[src/rtl/axi_lite_pkg.sv]
// rtl/axi_lite_pkg.sv - shared response codes and write-channel FSM state type
package axi_lite_pkg;

    localparam logic [1:0] RESP_OKAY   = 2'b00;
    localparam logic [1:0] RESP_SLVERR = 2'b10;

    typedef enum logic [1:0] {
        IDLE,
        GOT_ADDR,
        GOT_DATA,
        RESP
    } wr_state_t;

endpackage

[src/rtl/axi_lite_regfile.sv]
// rtl/axi_lite_regfile.sv - byte-strobed register storage with combinational readback
module axi_lite_regfile #(
    parameter  int DATA_W   = 32,
    parameter  int NUM_REGS = 16,
    localparam int IDX_W    = $clog2(NUM_REGS),
    localparam int STRB_W   = DATA_W / 8
) (
    input  logic              clk,
    input  logic              reset,
    input  logic              we,
    input  logic [IDX_W-1:0]  wr_idx,
    input  logic [DATA_W-1:0] wr_data,
    input  logic [STRB_W-1:0] wr_strb,
    input  logic [IDX_W-1:0]  rd_idx,
    output logic [DATA_W-1:0] rd_data
);

    logic [DATA_W-1:0] regs [NUM_REGS];

    // Clear everything on reset; otherwise merge only the strobed byte lanes
    always_ff @(posedge clk) begin
        if (reset) begin
            for (int i = 0; i < NUM_REGS; i++) begin
                regs[i] <= '0;
            end
        end else if (we) begin
            for (int b = 0; b < STRB_W; b++) begin
                if (wr_strb[b]) begin
                    regs[wr_idx][8*b +: 8] <= wr_data[8*b +: 8];
                end
            end
        end
    end

    assign rd_data = regs[rd_idx];

endmodule

[src/rtl/axi_lite_write_slave.sv]
// rtl/axi_lite_write_slave.sv - AXI4-Lite write-only slave in front of a byte-strobed register file
module axi_lite_write_slave
    import axi_lite_pkg::*;
#(
    parameter  int ADDR_W   = 32,
    parameter  int DATA_W   = 32,
    parameter  int NUM_REGS = 16,
    localparam int IDX_W    = $clog2(NUM_REGS),
    localparam int STRB_W   = DATA_W / 8
) (
    input  logic              ACLK,
    input  logic              ARESET,
    input  logic              AWVALID,
    output logic              AWREADY,
    input  logic [ADDR_W-1:0] AWADDR,
    input  logic [2:0]        AWPROT,
    input  logic              WVALID,
    output logic              WREADY,
    input  logic [DATA_W-1:0] WDATA,
    input  logic [STRB_W-1:0] WSTRB,
    output logic              BVALID,
    input  logic              BREADY,
    output logic [1:0]        BRESP,
    input  logic [IDX_W-1:0]  DBG_IDX,
    output logic [DATA_W-1:0] DBG_DATA
);

    wr_state_t         state_q, state_d;
    logic              ready_en_q;
    logic [ADDR_W-1:0] addr_q;
    logic [2:0]        prot_q;
    logic [DATA_W-1:0] data_q;
    logic [STRB_W-1:0] strb_q;
    logic [1:0]        bresp_q;

    logic              aw_hs, w_hs, enter_resp, addr_ok;
    logic [ADDR_W-1:0] wr_addr;
    logic [DATA_W-1:0] wr_data;
    logic [STRB_W-1:0] wr_strb;

    // AWPROT is captured alongside the address but nothing decodes it yet
    logic unused_prot;
    assign unused_prot = ^prot_q;

    // Next state, READY/VALID decode and selection of the write beat (live input or latched copy)
    always_comb begin
        state_d    = state_q;
        AWREADY    = 1'b0;
        WREADY     = 1'b0;
        BVALID     = 1'b0;
        enter_resp = 1'b0;
        wr_addr    = addr_q;
        wr_data    = data_q;
        wr_strb    = strb_q;
        unique case (state_q)
            IDLE: begin
                AWREADY = ready_en_q;
                WREADY  = ready_en_q;
                wr_addr = AWADDR;
                wr_data = WDATA;
                wr_strb = WSTRB;
            end
            GOT_ADDR: begin
                WREADY  = 1'b1;
                wr_data = WDATA;
                wr_strb = WSTRB;
            end
            GOT_DATA: begin
                AWREADY = 1'b1;
                wr_addr = AWADDR;
            end
            RESP: begin
                BVALID = 1'b1;
            end
            default: ;
        endcase
        aw_hs = AWVALID && AWREADY;
        w_hs  = WVALID && WREADY;
        unique case (state_q)
            IDLE: begin
                if (aw_hs && w_hs) begin
                    state_d    = RESP;
                    enter_resp = 1'b1;
                end else if (aw_hs) begin
                    state_d = GOT_ADDR;
                end else if (w_hs) begin
                    state_d = GOT_DATA;
                end
            end
            GOT_ADDR: begin
                if (w_hs) begin
                    state_d    = RESP;
                    enter_resp = 1'b1;
                end
            end
            GOT_DATA: begin
                if (aw_hs) begin
                    state_d    = RESP;
                    enter_resp = 1'b1;
                end
            end
            RESP: begin
                if (BREADY) begin
                    state_d = IDLE;
                end
            end
            default: state_d = IDLE;
        endcase
    end

    // Word-aligned and inside the register window; everything else is SLVERR
    assign addr_ok = (wr_addr[1:0] == 2'b00) && ((wr_addr >> (IDX_W + 2)) == '0);

    // State register
    always_ff @(posedge ACLK) begin
        if (ARESET) begin
            state_q <= IDLE;
        end else begin
            state_q <= state_d;
        end
    end

    // Holds READYs low while in reset and for the edge reset is released on
    always_ff @(posedge ACLK) begin
        ready_en_q <= !ARESET;
    end

    // Latch whichever channel arrives first and the response for the completed write
    always_ff @(posedge ACLK) begin
        if (ARESET) begin
            addr_q  <= '0;
            prot_q  <= '0;
            data_q  <= '0;
            strb_q  <= '0;
            bresp_q <= RESP_OKAY;
        end else begin
            if (aw_hs) begin
                addr_q <= AWADDR;
                prot_q <= AWPROT;
            end
            if (w_hs) begin
                data_q <= WDATA;
                strb_q <= WSTRB;
            end
            if (enter_resp) begin
                bresp_q <= addr_ok ? RESP_OKAY : RESP_SLVERR;
            end
        end
    end

    assign BRESP = bresp_q;

    axi_lite_regfile #(
        .DATA_W   (DATA_W),
        .NUM_REGS (NUM_REGS)
    ) u_regfile (
        .clk     (ACLK),
        .reset   (ARESET),
        .we      (enter_resp && addr_ok),
        .wr_idx  (wr_addr[IDX_W+1:2]),
        .wr_data (wr_data),
        .wr_strb (wr_strb),
        .rd_idx  (DBG_IDX),
        .rd_data (DBG_DATA)
    );

endmodule

[config.mk]
export PLATFORM = sky130hd
export DESIGN_NAME = axi_lite_write_slave
export DESIGN_NICKNAME = d
export VERILOG_FILES = /design/src/rtl/axi_lite_pkg.sv /design/src/rtl/axi_lite_regfile.sv /design/src/rtl/axi_lite_write_slave.sv
export SDC_FILE = /design/constraint.sdc
export NUM_CORES = 1
export LEC_CHECK = 0
export CORE_ASPECT_RATIO = 1.1
export CORE_MARGIN = 2
export CORE_UTILIZATION = 55
export DETAILED_ROUTE_END_ITERATION = 16
export PLACE_DENSITY = 0.73
export SETUP_SLACK_MARGIN = 0.3
export SLEW_MARGIN = 20
export SYNTH_ARGS = -nofsm -noshare
export SYNTH_HDL_FRONTEND = slang
export SYNTH_SLANG_ARGS = --single-unit
export TNS_END_PERCENT = 100
[constraint.sdc]
create_clock -name ACLK -period 4.2 [get_ports ACLK]
set_input_delay 0.84 -clock ACLK [delete_from_list [all_inputs] [get_ports ACLK]]
set_output_delay 0.84 -clock ACLK [all_outputs]
set_load 0.05 [all_outputs]
# Word level (Yosys, flattened, before mapping)
# Memories as Yosys holds them, arrays and structs flattened.
# Cells that the tools add are included.
# word_totals
inputBits	80
ff_bits	73
n_memories	1
ramBits	512
out_inout_bits	37
wordCells	66
# memory_table
memory	words	word_bits	read_ports	rd_ports_with_merged_regs	wr	line	rtl
u_regfile.regs	16	32	1	0	16	axi_lite_regfile.sv:18	logic [DATA_W-1:0] regs [NUM_REGS];
# classes
n_eq_ne	7
mux	39
reduce_logical	13
# ops
op	n
2-to-1 mux 32 bit	3
zero test 32 bit	1
OR reduction 32 bit	1
2-to-1 mux 1 bit	22
2-to-1 mux 2 bit	7
2-to-1 mux 4 bit	3
case mux 2 bit (4 select lines)	1
!= test 2 bit, second input constant	3
logical AND 1 bit	5
== test 2 bit, second input constant	2
zero test 2 bit	2
!= test 4 bit, second input constant	1
case mux 1 bit (2 select lines)	2
AND reduction 4 bit	1
OR reduction 2 bit	2
case mux 1 bit (3 select lines)	1
== test 2 x 1 -> 1 bit, second input constant	1
zero test 1 bit	1

# Longest topological paths before layout
# Gate-level depths: netlist of the first run.
# depth
ltp_word	12
mapped_depth	10
mapped_depth_nobuf	6

# By module
# A second synthesis of the first run with hierarchy kept.
# unflattened
hier_cells	1937
hier_area_um2	25634.6
# modules_own_cells
module	area_each_um2	n_inst	seq_area_each_um2	cells_per_inst
axi_lite_regfile	22298.9	1	15374.7	1526
axi_lite_write_slave	3335.7	1	1441.4	411

# Worst setup path after synthesis of the first run
# OpenSTA, ideal clock, no wires.
# synth_timing
path_type	input -> output
startpoint	input port DBG_IDX[0]
endpoint	output port DBG_DATA[10]
stages	4
slack_ns	0.639
path_buffers	2
required_time_ns	3.360
arrival_time_ns	2.721
cell_sequence	buf_2 buf_1 mux4_2 mux4_2
# synth_between
elab_chain_cells	1
# synth_lines
element	line	rtl
start, declared	axi_lite_write_slave.sv:24	input logic [IDX_W-1:0] DBG_IDX,
memory (16 x 32 bit)	--	
end, declared	axi_lite_write_slave.sv:25	output logic [DATA_W-1:0] DBG_DATA
# Every way passes these cells.

# Worst setup path after layout of the first run
# layout_timing
startpoint	input port DBG_IDX[0]
endpoint	output port DBG_DATA[1]
# Same word-level chain as after synthesis.

==> results.md, run 1 <==
* Hold-fix buffer count after cts at 0
* Min Tclk post-route at 3701 ps
* Fin crit share at 88.12%
* Critical path buffers and inverters at 3
* Synthesized netlist cell count at 1956
* Core region area at 52300 um2
* Post-synthesis instance area at 28970 um2
* Setup-failing EPs final at 0
* Number of warning messages in the yosys log at 0
* Most numerous cell on the critical path: sky130_fd_sc_hd__mux4_2
* Number of setup buffers added after CTS at 0
* Total I/O pin count at 117
* Class of the most critical setup path: in -> out
* Drt first-iter violations at 1772
* Floorplan die height at 244.7 um
* Final Cell Area at 32980 um2
* Vias per std cell at 6.827
* Critical Path End Type: primary output
* Maximum ir drop on the vdd rail at 0.5784 mV
* Critical path arrival at 2860 ps
* Register area share after synthesis at 58.04%
* Max H-tree Level at 2
* Setup repair after global routing missed its margin: false
* Number of buffers created by CTS at 57
* Final Hold Fails at 0
* Type of the tightest min-delay check: reg -> reg
* Synthesized area per cell at 14.81 um2
* Overall fraction of global-route tracks in use at 27.06%
* Post-Route Setup TNS at 0 ps
* CP cell instances: clkbuf_8 > buf_12 > mux4_2 > mux4_2 > buf_4
* Clock Pin Slew Worst Setup and Hold Paths at 60 ps
* Library cells used by synthesis at 49
* Commonest cells after routing, fill and taps aside: 512 x sky130_fd_sc_hd__edfxtp_1, 288 x sky130_fd_sc_hd__nor4_1, 232 x sky130_fd_sc_hd__nor4_2, 211 x sky130_fd_sc_hd__buf_4, 160 x sky130_fd_sc_hd__mux4_2
* Clk root buf: sky130_fd_sc_hd__clkbuf_16
* Number of nets produced by synthesis at 2041
* Detail Route Antenna Nets at 0
* Chip Width at 222.8 um
* Via count at 18821
* Clock Path Buffers at 3
* Clock tree sinks at 584
* Initial Utilization at 55.40%
* Leak Pwr at 0.009941 uW
* Pin count of the biggest net entering global routing at 145
* Worst slew margin relative to its limit at 34.84%
* Pins over their slew limit at 0
* Layout area overhead at 13.84%
* Layout cells sized above 1 at 36.50%
* Port buffer count at 112
* Critical Path Source Type: primary input
* Highest clock rate at 270.2 MHz
* Slew @ Worst Pin at 975.1 ps
* DP Area at 31210 um2
* Final HPWL from detailed placement at 46870 um
* Placement row count at 88
* FF+latch count, synth at 584
* Detailed-route wire length per cell at 26.71 um
* Wire length of the first global-routing pass at 112300 um
* Area of the die at 54530 um2
* Max FO, Critical Path at 31
* Diode count at 0
* Routed wire length at 73640 um
* Cell with the largest stage delay on the worst path: sky130_fd_sc_hd__mux4_2
* Peak per-stage delay on the critical path at 580 ps
* DRC violations left at 0
* Power density relative to cell area at 475.9 nW/um2
* TritonCTS clock tree: done
* Most common cell after layout, fill and taps aside: sky130_fd_sc_hd__edfxtp_1
* Max-cap violation count at 0
* Run status: finished, final reports clean
* Required time at the endpoint of the critical path at 3360 ps
* Clock insertion delay at the later pin of the skew report at 620 ps
* DR pass1 iterations at 6
* Worst setup skew after layout at 17.93 ps
* Routability congestion estimate at 0.8286
* Vias in the first global route at 18877
* Nets at 2124
* Cell type group with the largest total delay on the critical path: multiplexers
* CTS resizes at 0
* Grt total ovfl at 0
* Antenna violations before repair at 1
==> cell usage after synthesis (all sizes together) <==
cell       n  area, um2
a211oi     1      7.510
a21o       2      15.01
a21oi     74      370.4
a22o       1      8.760
a22oi      1      7.510
a311oi     1      8.760
and2       1      6.260
and3       1      6.260
buf      163      920.9
clkbuf   115      431.7
conb       1      3.750
dfxtp     72       1441
edfxtp   512      15370
ha         5      62.56
inv        5      18.77
mux2i     32      320.3
mux4     160       3603
nand2    156      600.6
nand2b     7      43.79
nand3      2      10.01
nand4      9      116.4
nor2       8      37.54
nor4     520       4705
o2111ai    1      8.760
o211a      1      10.01
o211ai     2      15.01
o21a       2      15.01
o21ai     16      117.6
o221a      1      11.26
o221ai     1      8.760
o31ai     66      519.2
or2        3      18.77
or3b       4      35.03
or4        6      52.55
or4b       4      40.04
==> path summary, 6_finish.rpt <==
check                           startpoint                endpoint  slack [ps]  cells past startpoint
worst max-delay path            DBG_IDX[0]             DBG_DATA[1]         500                      5
worst min-delay path             strb_q[1]               strb_q[1]         450                      2
worst max register to register  state_q[0]  u_regfile.regs[12][14]         740                      8
worst min register to register   strb_q[1]               strb_q[1]         450                      2
==> worst min-delay path, stage by stage, from the launching register on <==
cell,delay [ps]
sky130_fd_sc_hd__dfxtp_1,310
sky130_fd_sc_hd__nand2_1,50
sky130_fd_sc_hd__a21oi_1,50
==> state kept, by name (all words and copies together), names as in the netlist <==
| register | flops |
|---|---|
| addr_q | 32 |
| state_q | 2 |
| data_q | 32 |
| strb_q | 4 |
| BRESP | 1 |
| u_regfile.regs | 512 |
| ready_en_q | 1 |
==> logic make-up (layout without fill, tap and decap cells) <==
group	count (synthesis)	after routing	synth area share, %
simple gates	721	721	19.58
mux	192	192	13.54
other cells	1	1	0.01294
flops	584	584	58.04
fa+ha+maj	5	5	0.2159
compound gates	170	170	3.878
buf+inv	283	409	4.733
==> where the power goes <==
part / switching (uW) / internal, uW / leakage [uW]
Combinational: 2880 / 1150 / 0.00320
Clock: 2170 / 2780 / 0.000865
Sequential: 131 / 6590 / 0.00587
==> final cells by class <==
cell class              count  area [um2]
clock buffers              68        1510
clock inverters            34       249.0
fillers                  3729       19320
inverters                   5       18.77
multi-input cells        1089       10940
flip-flops and latches    584       16820
well taps                 675       844.6
repair buffers            302        2604
==> routing by layer <==
metal	global-route usage (%)	share of wire, %
met2	45.55	50
met4	9.574	3.2
met1	36.04	38
met5	0	0
met3	4.261	8.8
==> metrics by stage <==
| step | utilization (%) | total power (uW) | hold slack [ps] | setup WS [ps] | cells |
|---|---|---|---|---|---|
| 5_1_grt | 63.06 | 16170 | 473.1 | 436.8 | 2757 |
| 4_1_cts | 63.04 | 15700 | 453.8 | 500.2 | 2757 |
| 3_5_place_dp | 59.68 | 10810 | 445.0 | 420.6 | 2655 |
| 3_3_place_gp | 59.68 | 10710 | 439.9 | 461.8 | 2655 |
| 2_1_floorplan | - | 9382 | 430.8 | 638.7 | 1956 |
| 6_report | 63.06 | 15700 | 452.4 | 499.0 | 2757 |
Note: power is estimated with default switching activity, not from simulation.
==> inputs of run 2 (changes only) <==
- CORE_UTILIZATION: 55 -> 45
- PLACE_DENSITY: 0.73 -> 0.6
==> results.md, run 2 (synthesis gave the netlist of run 1 again) <==
* Nets at 2141 (was 2124)
* Critical Path End Type: primary output (unchanged)
* Commonest cells after routing, fill and taps aside: 512 x sky130_fd_sc_hd__edfxtp_1, 288 x sky130_fd_sc_hd__nor4_1, 232 x sky130_fd_sc_hd__nor4_2, 219 x sky130_fd_sc_hd__buf_4, 160 x sky130_fd_sc_hd__mux4_2 (was 512 x sky130_fd_sc_hd__edfxtp_1, 288 x sky130_fd_sc_hd__nor4_1, 232 x sky130_fd_sc_hd__nor4_2, 211 x sky130_fd_sc_hd__buf_4, 160 x sky130_fd_sc_hd__mux4_2)
* Min Tclk post-route at 3709 ps (was 3701 ps)
* Overall fraction of global-route tracks in use at 23.14% (was 27.06%)
* Required time at the endpoint of the critical path at 3360 ps (about the same)
* Layout area overhead at 15.53% (was 13.84%)
* Class of the most critical setup path: in -> out (unchanged)
* Final core area utilization at 52.53% (was 63.06%)
* Peak per-stage delay on the critical path at 590 ps (was 580 ps)
* Area of the die at 66430 um2 (was 54530 um2)
* Vias in the first global route at 18630 (was 18877)
* Placement row count at 97 (was 88)
* Pins over their slew limit at 0 (unchanged)
* Critical path arrival at 2870 ps (was 2860 ps)
* Routed wire length at 77370 um (was 73640 um)
* Max H-tree Level at 2 (unchanged)
* Critical path buffers and inverters at 3 (unchanged)
* Core region area at 63720 um2 (was 52300 um2)
* Worst slew margin relative to its limit at 27.90% (was 34.84%)
* CP cell instances: clkbuf_8 > buf_4 > mux4_2 > mux4_2 > buf_4 (was clkbuf_8 > buf_12 > mux4_2 > mux4_2 > buf_4)
* Number of setup buffers added after CTS at 0 (unchanged)
* Hold-fix buffer count after cts at 0 (unchanged)
* Drt first-iter violations at 1709 (was 1772)
* DRC violations left at 0 (unchanged)
* DR pass1 iterations at 5 (was 6)
* Critical Path Source Type: primary input (unchanged)
* Via count at 18507 (was 18821)
* Cell with the largest stage delay on the worst path: sky130_fd_sc_hd__mux4_2 (unchanged)
* Number of buffers created by CTS at 60 (was 57)
* Layout cells sized above 1 at 37.71% (was 36.50%)
* Antenna violations before repair at 0 (was 1)
* Grt total ovfl at 0 (unchanged)
* Max-cap violation count at 0 (unchanged)
* Routability congestion estimate at 0.7953 (was 0.8286)
* CTS resizes at 0 (unchanged)
* Setup-failing EPs final at 0 (unchanged)
* Chip Width at 245.9 um (was 222.8 um)
* Leak Pwr at 0.01009 uW (was 0.009941 uW)
* Slew @ Worst Pin at 1080 ps (was 975.1 ps)
* Clock tree sinks at 584 (unchanged)
* Diode count at 0 (unchanged)
* Initial Utilization at 45.47% (was 55.40%)
* Floorplan die height at 270.1 um (was 244.7 um)
* Clock Pin Slew Worst Setup and Hold Paths at 50 ps (was 60 ps)
* Pin count of the biggest net entering global routing at 123 (was 145)
* Port buffer count at 112 (unchanged)
* Post-Route Setup TNS at 0 ps (unchanged)
* Max FO, Critical Path at 23 (was 31)
* Maximum ir drop on the vdd rail at 0.4694 mV (was 0.5784 mV)
* Clock insertion delay at the later pin of the skew report at 620 ps (about the same)
* Final HPWL from detailed placement at 49980 um (was 46870 um)
* Power density relative to cell area at 477.0 nW/um2 (was 475.9 nW/um2)
* Detailed-route wire length per cell at 26.31 um (was 26.71 um)
* Type of the tightest min-delay check: reg -> reg (unchanged)
* Vias per std cell at 6.293 (was 6.827)
* Wire length of the first global-routing pass at 116800 um (was 112300 um)
* Filler-free cell count of the finished design at 2941 (was 2757)
* Setup repair after global routing missed its margin: false (unchanged)
* Worst setup skew after layout at 16.79 ps (was 17.93 ps)
* Total I/O pin count at 117 (unchanged)
* Final Hold Fails at 0 (unchanged)
* Fin crit share at 88.30% (was 88.12%)
* Highest clock rate at 269.6 MHz (was 270.2 MHz)
* Biggest registers after layout: u_regfile.regs x512, addr_q x32, data_q x32 (unchanged)
* Setup slack of the worst register-to-register path at 770 ps (was 740 ps)
* Cell type group with the largest total delay on the critical path: multiplexers (unchanged)
* Run status: finished, final reports clean (unchanged)
* Clk root buf: sky130_fd_sc_hd__clkbuf_16 (unchanged)
* Number of flip-flops under the largest register name at 512 (unchanged)
* FILL cells at 5283 (was 3729)
* Most flops, register: u_regfile.regs (unchanged)
* Clock Path Buffers at 3 (unchanged)
* Detail Route Antenna Nets at 0 (unchanged)
* Total power draw at 15970 uW (was 15700 uW)
* Placed cells at 2834 (was 2655)
* TritonCTS clock tree: done (unchanged)
* Most common cell after layout, fill and taps aside: sky130_fd_sc_hd__edfxtp_1 (unchanged)
==> run 2: layer usage <==
metal / vias to the layer above / part of all wire, % / GRT usage (%)
met3: 117 / 5.9 / 3.587
met2: 613 / 50 / 38.72
met5: - / 0 / 0
li1: 8268 / - / -
met1: 9509 / 41 / 31.11
met4: 0 / 2.9 / 7.049
==> run 2: path summary, 6_finish.rpt <==
path / from / endpoint / depth (start not counted)
hold reg to reg: addr_q[17] / addr_q[17] / 2
hold / removal: addr_q[17] / addr_q[17] / 2
setup reg to reg: state_q[0] / u_regfile.regs[7][26] / 8
setup / recovery: DBG_IDX[0] / DBG_DATA[20] / 5
==> run 2: report_power, final <==
| part | total, uW | switching (uW) | internal, uW |
|---|---|---|---|
| sequential | 6710 | 127 | 6590 |
| clock | 5150 | 2210 | 2940 |
| combinational | 4100 | 2910 | 1190 |
| total | 16000 | 5240 | 10700 |
==> run 2: stage by stage <==
stage / area [um2] / worst slack [ps] / hold slack, ps
final: 33470 / 491.5 / 454.7
after global routing: 33470 / 412.1 / 472.7
after CTS: 33460 / 480.3 / 457.0
after detailed placement: 31590 / 481.4 / 448.7
after global placement: 31590 / 470.7 / 441.8
after floorplan: 28970 / 638.7 / 430.8
==> run 2: final cells by class <==
class | instances | area [um2] | share of cell area [%]
clock inverters | 19 | 141.4 | 0.4224
multi-input cells | 1089 | 10950 | 32.72
inverters | 5 | 18.77 | 0.05607
well taps | 841 | 1052 | 3.144
clock buffers | 87 | 1723 | 5.147
repair buffers | 316 | 2770 | 8.276
flip-flops and latches | 584 | 16820 | 50.24
==> run 2: tightest hold or removal path, delay by kind of cell (launching register included) <==
| kind | cells | cell delay (ps) |
|---|---|---|
| flip-flops | 1 | 300 |
| AND/OR/NAND/NOR | 1 | 50 |
| AO/OA/AOI/OAI | 1 | 50 |
